--- src/rtl/ecc_pkg.sv ---
`default_nettype none
// ============================================================================
// Module   : ecc_pkg
// Brief    : Shared field constants and state type for the GF(2^255-19) stages.
// Revision : 1.0 - initial release
// ============================================================================
package ecc_pkg;

    localparam int W = 255;

    localparam logic [W-1:0] P25519 =
        255'h7FFFFFFF_FFFFFFFF_FFFFFFFF_FFFFFFFF_FFFFFFFF_FFFFFFFF_FFFFFFFF_FFFFFFED;

    typedef enum logic [0:0] {
        IDLE = 1'b0,
        RUN  = 1'b1
    } state_e;

endpackage
`default_nettype wire

--- src/rtl/ffm_step.sv ---
`default_nettype none
// ============================================================================
// Module   : ffm_step
// Brief    : One double-and-add step of the interleaved modular multiplier.
// Revision : 1.0 - initial release
// ============================================================================
module ffm_step
    import ecc_pkg::*;
(
    input  logic [W-1:0] acc,
    input  logic [W-1:0] a,
    input  logic         mbit,
    output logic [W-1:0] next
);

    localparam logic [W+1:0] c_p_wide = {2'b00, P25519};

    logic [W+1:0] w_t;
    logic [W+1:0] w_u;
    logic [W+1:0] w_v;

    // Canonical acc and a keep t below 3p, so two conditional subtracts suffice.
    always_comb begin
        w_t  = {1'b0, acc, 1'b0} + (mbit ? {2'b00, a} : {(W+2){1'b0}});
        w_u  = (w_t >= c_p_wide) ? (w_t - c_p_wide) : w_t;
        w_v  = (w_u >= c_p_wide) ? (w_u - c_p_wide) : w_u;
        next = w_v[W-1:0];
    end

endmodule
`default_nettype wire

--- src/rtl/ffm.sv ---
`default_nettype none
// ============================================================================
// Module   : ffm
// Brief    : Sequential MSB-first modular multiplier over GF(2^255-19).
// Revision : 1.0 - initial release
// ============================================================================
module ffm
    import ecc_pkg::*;
(
    input  logic         clk,
    input  logic         rst_n,
    input  logic         start,
    input  logic [W-1:0] a,
    input  logic [W-1:0] b,
    output logic [W-1:0] result,
    output logic         valid,
    output logic         busy
);

    localparam logic [7:0] c_cnt_init = 8'(W - 1);

    state_e       r_state;
    state_e       w_state_nxt;
    logic [7:0]   r_cnt;
    logic [W-1:0] r_a;
    logic [W-1:0] r_b;
    logic [W-1:0] r_acc;
    logic [W-1:0] r_result;
    logic         r_valid;
    logic [W-1:0] w_step;
    logic         w_accept;
    logic         w_done;

    ffm_step u_step (
        .acc  (r_acc),
        .a    (r_a),
        .mbit (r_b[r_cnt]),
        .next (w_step)
    );

    always_ff @(posedge clk or negedge rst_n) begin
        if (!rst_n) begin
            r_state <= IDLE;
        end else begin
            r_state <= w_state_nxt;
        end
    end

    always_comb begin
        w_state_nxt = r_state;
        w_accept    = 1'b0;
        w_done      = 1'b0;
        case (r_state)
            IDLE: begin
                if (start) begin
                    w_accept    = 1'b1;
                    w_state_nxt = RUN;
                end
            end
            RUN: begin
                if (r_cnt == 8'd0) begin
                    w_done      = 1'b1;
                    w_state_nxt = IDLE;
                end
            end
            default: w_state_nxt = IDLE;
        endcase
    end

    always_ff @(posedge clk or negedge rst_n) begin
        if (!rst_n) begin
            r_a      <= '0;
            r_b      <= '0;
            r_acc    <= '0;
            r_cnt    <= '0;
            r_result <= '0;
            r_valid  <= 1'b0;
        end else begin
            r_valid <= w_done;
            if (w_accept) begin
                r_a   <= a;
                r_b   <= b;
                r_acc <= '0;
                r_cnt <= c_cnt_init;
            end else if (r_state == RUN) begin
                r_acc <= w_step;
                if (r_cnt != 8'd0) begin
                    r_cnt <= r_cnt - 8'd1;
                end
            end
            if (w_done) begin
                r_result <= w_step;
            end
        end
    end

    assign result = r_result;
    assign valid  = r_valid;
    assign busy   = (r_state == RUN);

endmodule
`default_nettype wire

--- config.mk ---
export PLATFORM = sky130hd
export DESIGN_NAME = ffm
export DESIGN_NICKNAME = d
export VERILOG_FILES = /design/src/rtl/ecc_pkg.sv /design/src/rtl/ffm_step.sv /design/src/rtl/ffm.sv
export SDC_FILE = /design/constraint.sdc
export NUM_CORES = 2
export LEC_CHECK = 0
export CORE_ASPECT_RATIO = 0.6
export CORE_MARGIN = 3
export CORE_UTILIZATION = 25
export DETAILED_ROUTE_END_ITERATION = 12
export MAX_ROUTING_LAYER = met4
export PLACE_DENSITY = 0.42
export SYNTH_ARGS = -nofsm -noshare
export SYNTH_HDL_FRONTEND = slang
export SYNTH_SLANG_ARGS = --single-unit
--- constraint.sdc ---
create_clock -name clk -period 18.75 [get_ports clk]
set_clock_uncertainty 0.15 [all_clocks]
set_input_delay 2.8125 -clock clk [delete_from_list [all_inputs] [get_ports clk]]
set_output_delay 2.8125 -clock clk [all_outputs]
set_load 0.03 [all_outputs]
==> metrics.csv <==
stage;metric;value;unit
placement;DP Area;113000;um^2
routing;DRC;0;
clock_network;CTS tree;yes;
clock_network;CTS resizes;0;
timing;Tcrit/Tclk final;99.3;%
hold_path;HP Class;flop to flop;
clock_network;clock sink total;1030;
timing;RSZ-0062 raised after global routing;no;
clock_network;CTS root buf;clkbuf_16;
finish;layout cells sized above 1;18.3;%
routing;Vias;110000;
worst_setup_path;Worst path max stage delay;1.34;ns
synth;syn_nets;12100;
timing;fmax;0.0537;GHz
placement;Post-DP HPWL;660000;um
finish;Layout Cells excl Fill;18000;
routing;Detail Route Antenna Nets;0;
worst_setup_path;critical path's slowest cell;nor2_1;
clock_network;CTS Buf Count;110;
clock_network;clock-pin slew on the worst setup and hold paths;0.07;ns
placement;number of port buffers;769;
worst_setup_path;most used cell, CP;buf_4;
synth;synthesis warning total;0;
synth;number of synthesized flops with an enable pin;0;
worst_setup_path;Max Fanout on Critical Path;132;
grt;first-pass GRT wire length;979000;um
synth;syn_area_per_cell;7.69;um^2
floorplanning;Initial Utilization;25.2;%
synth;ys async rst share;100;%
grt;GRT Total Usage;42.0;%
grt;antenna violations before repair;147;
worst_setup_path;WS Path Type;flop to flop;
run_status;failing checks;capacitance limit, slew limit;
placement;Post-Place Cells;17700;
routing;initial drt markers;18500;
floorplanning;site row count;167;
floorplanning;area of the core;346000;um^2
clock_network;post-CTS setup repair buffer count;0;
timing;slack of the critical path;0.133;ns
clock_network;CTS H-tree depth;3;
placement;Setup WS pre-CTS;1.13;ns
synth;Most used DFF post-synth;dfrtp_1;
routing;TritonRoute pass-1 iters;7;
timing;worst slew pin tran;1.64;ns
timing;Tmin final;18.62;ns
finish;# nets final;13900;
floorplanning;Chip Height;463;um
synth;Cell variety after synth;116;
grt;vias in the first global route;100000;
clock_network;clock buffer depth;3;
timing;Final setup viols;0;
finish;commonest non-fill, non-tap cell in the layout;nand2_1;
timing;Final Hold Fails;0;
grt;grt ovf;0;
synth;mapped cell area;87100;um^2
finish;most frequent cells in the layout;2487 x nand2_1, 1385 x buf_4, 1026 x dfrtp_1;
placement;routability cong.;1.18;
floorplanning;Die Wd;768;um
clock_network;worst skew pair latency;0.88;ns
synth;sequential area share after synthesis;29.6;%
worst_setup_path;WP data required;19.32;ns
floorplanning;Die ar.;356000;um^2
hold_path;hold_sp;r_a[194];
worst_setup_path;Setup crit start kind;flop;
clock_network;Post-CTS Hold Fix Bufs;0;
finish;number of fill cells in the layout;36900;
flow_run;Max Cap Viol;12;
routing;vias per inst;6.14;
worst_setup_path;Critical Path AT;19.18;ns
worst_setup_path;Setup crit start;r_cnt[0];
timing;Final Max Slew Viols;43;
synth;synthesis-stage register bit count;1030;
timing;Sum Neg Setup Slack;0;ns
timing;Slew headroom;-10.4;%
floorplanning;Ports;770;
finish;Area Overhead vs Synth;34.4;%
finish;final instance area;117000;um^2
worst_setup_path;Worst Setup End Kind;flop;
synth;Cells after Synth;11300;
run_status;status;finished with violations;
routing;routed len/inst;42.3;um
routing;Total Routed Length;759000;um
grt;largest net degree at the start of global routing;192;
worst_setup_path;worst reg2reg startpoint;r_cnt[0];
## per-layer routing
layer | global-route usage (%) | vias up | share of wire, %
li1 | - | 45000 | -
met4 | 7.00 | 0 | 2.0
met3 | 24.8 | 648 | 17
met5 | - | - | 0
met1 | 63.7 | 56400 | 49
met2 | 44.6 | 8078 | 32
## Yosys cell counts (all sizes together), types with 82 or more instances
cell | count | area share, %
a21oi | 708 | 4.1
nand4 | 409 | 3.0
inv | 134 | 0.58
a211oi | 126 | 1.1
clkbuf | 432 | 1.9
nand3 | 338 | 2.0
and4 | 82 | 0.82
or3 | 127 | 0.91
xor2 | 202 | 2.0
a22o | 241 | 2.4
mux2 | 231 | 3.0
o211ai | 110 | 1.0
a31oi | 83 | 0.60
nand2 | 2489 | 11
o21ai | 514 | 3.0
buf | 173 | 1.0
and2 | 359 | 2.6
ha | 259 | 3.7
xnor2 | 458 | 4.6
nor3 | 345 | 2.0
dfrtp | 1030 | 30
or2 | 85 | 0.61
nor2 | 833 | 3.6
nor4 | 258 | 2.0
and3 | 90 | 0.65
## final timing paths
path                               endpoint  cells past startpoint  slack, ns
worst min register to register     r_a[194]                      2       0.32
max in group asynchronous        r_acc[243]                      5      12.79
min in group asynchronous           r_a[66]                      1       1.87
worst max register to register  result[189]                     45       0.13
worst max-delay path            result[189]                     45       0.13
worst min-delay path               r_a[194]                      2       0.32
## metrics by stage
step	hold WS [ns]	utilization, %
after floorplan	0.287	-
after detailed placement	0.305	32.6
final	0.318	33.8
after global routing	0.334	33.8
after CTS	0.320	33.8
after global placement	0.301	32.6
## registers in the layout, indices dropped and copies added, names as in the netlist
register	cells
r_a	255
r_acc	255
r_b	255
result	255
r_cnt	8
busy	1
valid	1
## cell families (layout without fill, tap and decap cells)
kind of cell	count (synthesis)	count (layout)	share of synthesized area, %
other	0	80	0
buffers and inverters	740	2630	3.44
AO/OA/AOI/OAI	2543	2543	19.6
adder cells (fa/ha/maj)	260	260	3.74
flip-flops	1030	1030	29.6
AND/OR/NAND/NOR	5777	5777	32.2
multiplexers	324	324	4.83
XOR/XNOR	660	660	6.64
## critical path: cells and delay by family (launching register included)
family | cells | cell delay, ns
muxes | 2 | 0.82
AOI/OAI and AO/OA | 9 | 3.58
buffers and inverters | 14 | 3.57
adders and majority gates | 1 | 0.58
DFF | 1 | 0.99
xor gates and xnor gates | 2 | 0.38
and+or+nand+nor | 17 | 8.21
## cell type report
cell class	instances	area, um^2	share of cell area [%]
multi-input cells	9564	59900	51.1
flip-flops and latches	1030	25800	22.0
repair buffers	2292	20900	17.8
well taps	4647	5810	4.97
clock buffers	144	3100	2.65
clock inverters	59	907	0.775
inverters	135	514	0.439
diodes	80	200	0.171
Power is not shown: default switching activity piles up to over one toggle a cycle in this logic, so the estimate is an artifact.
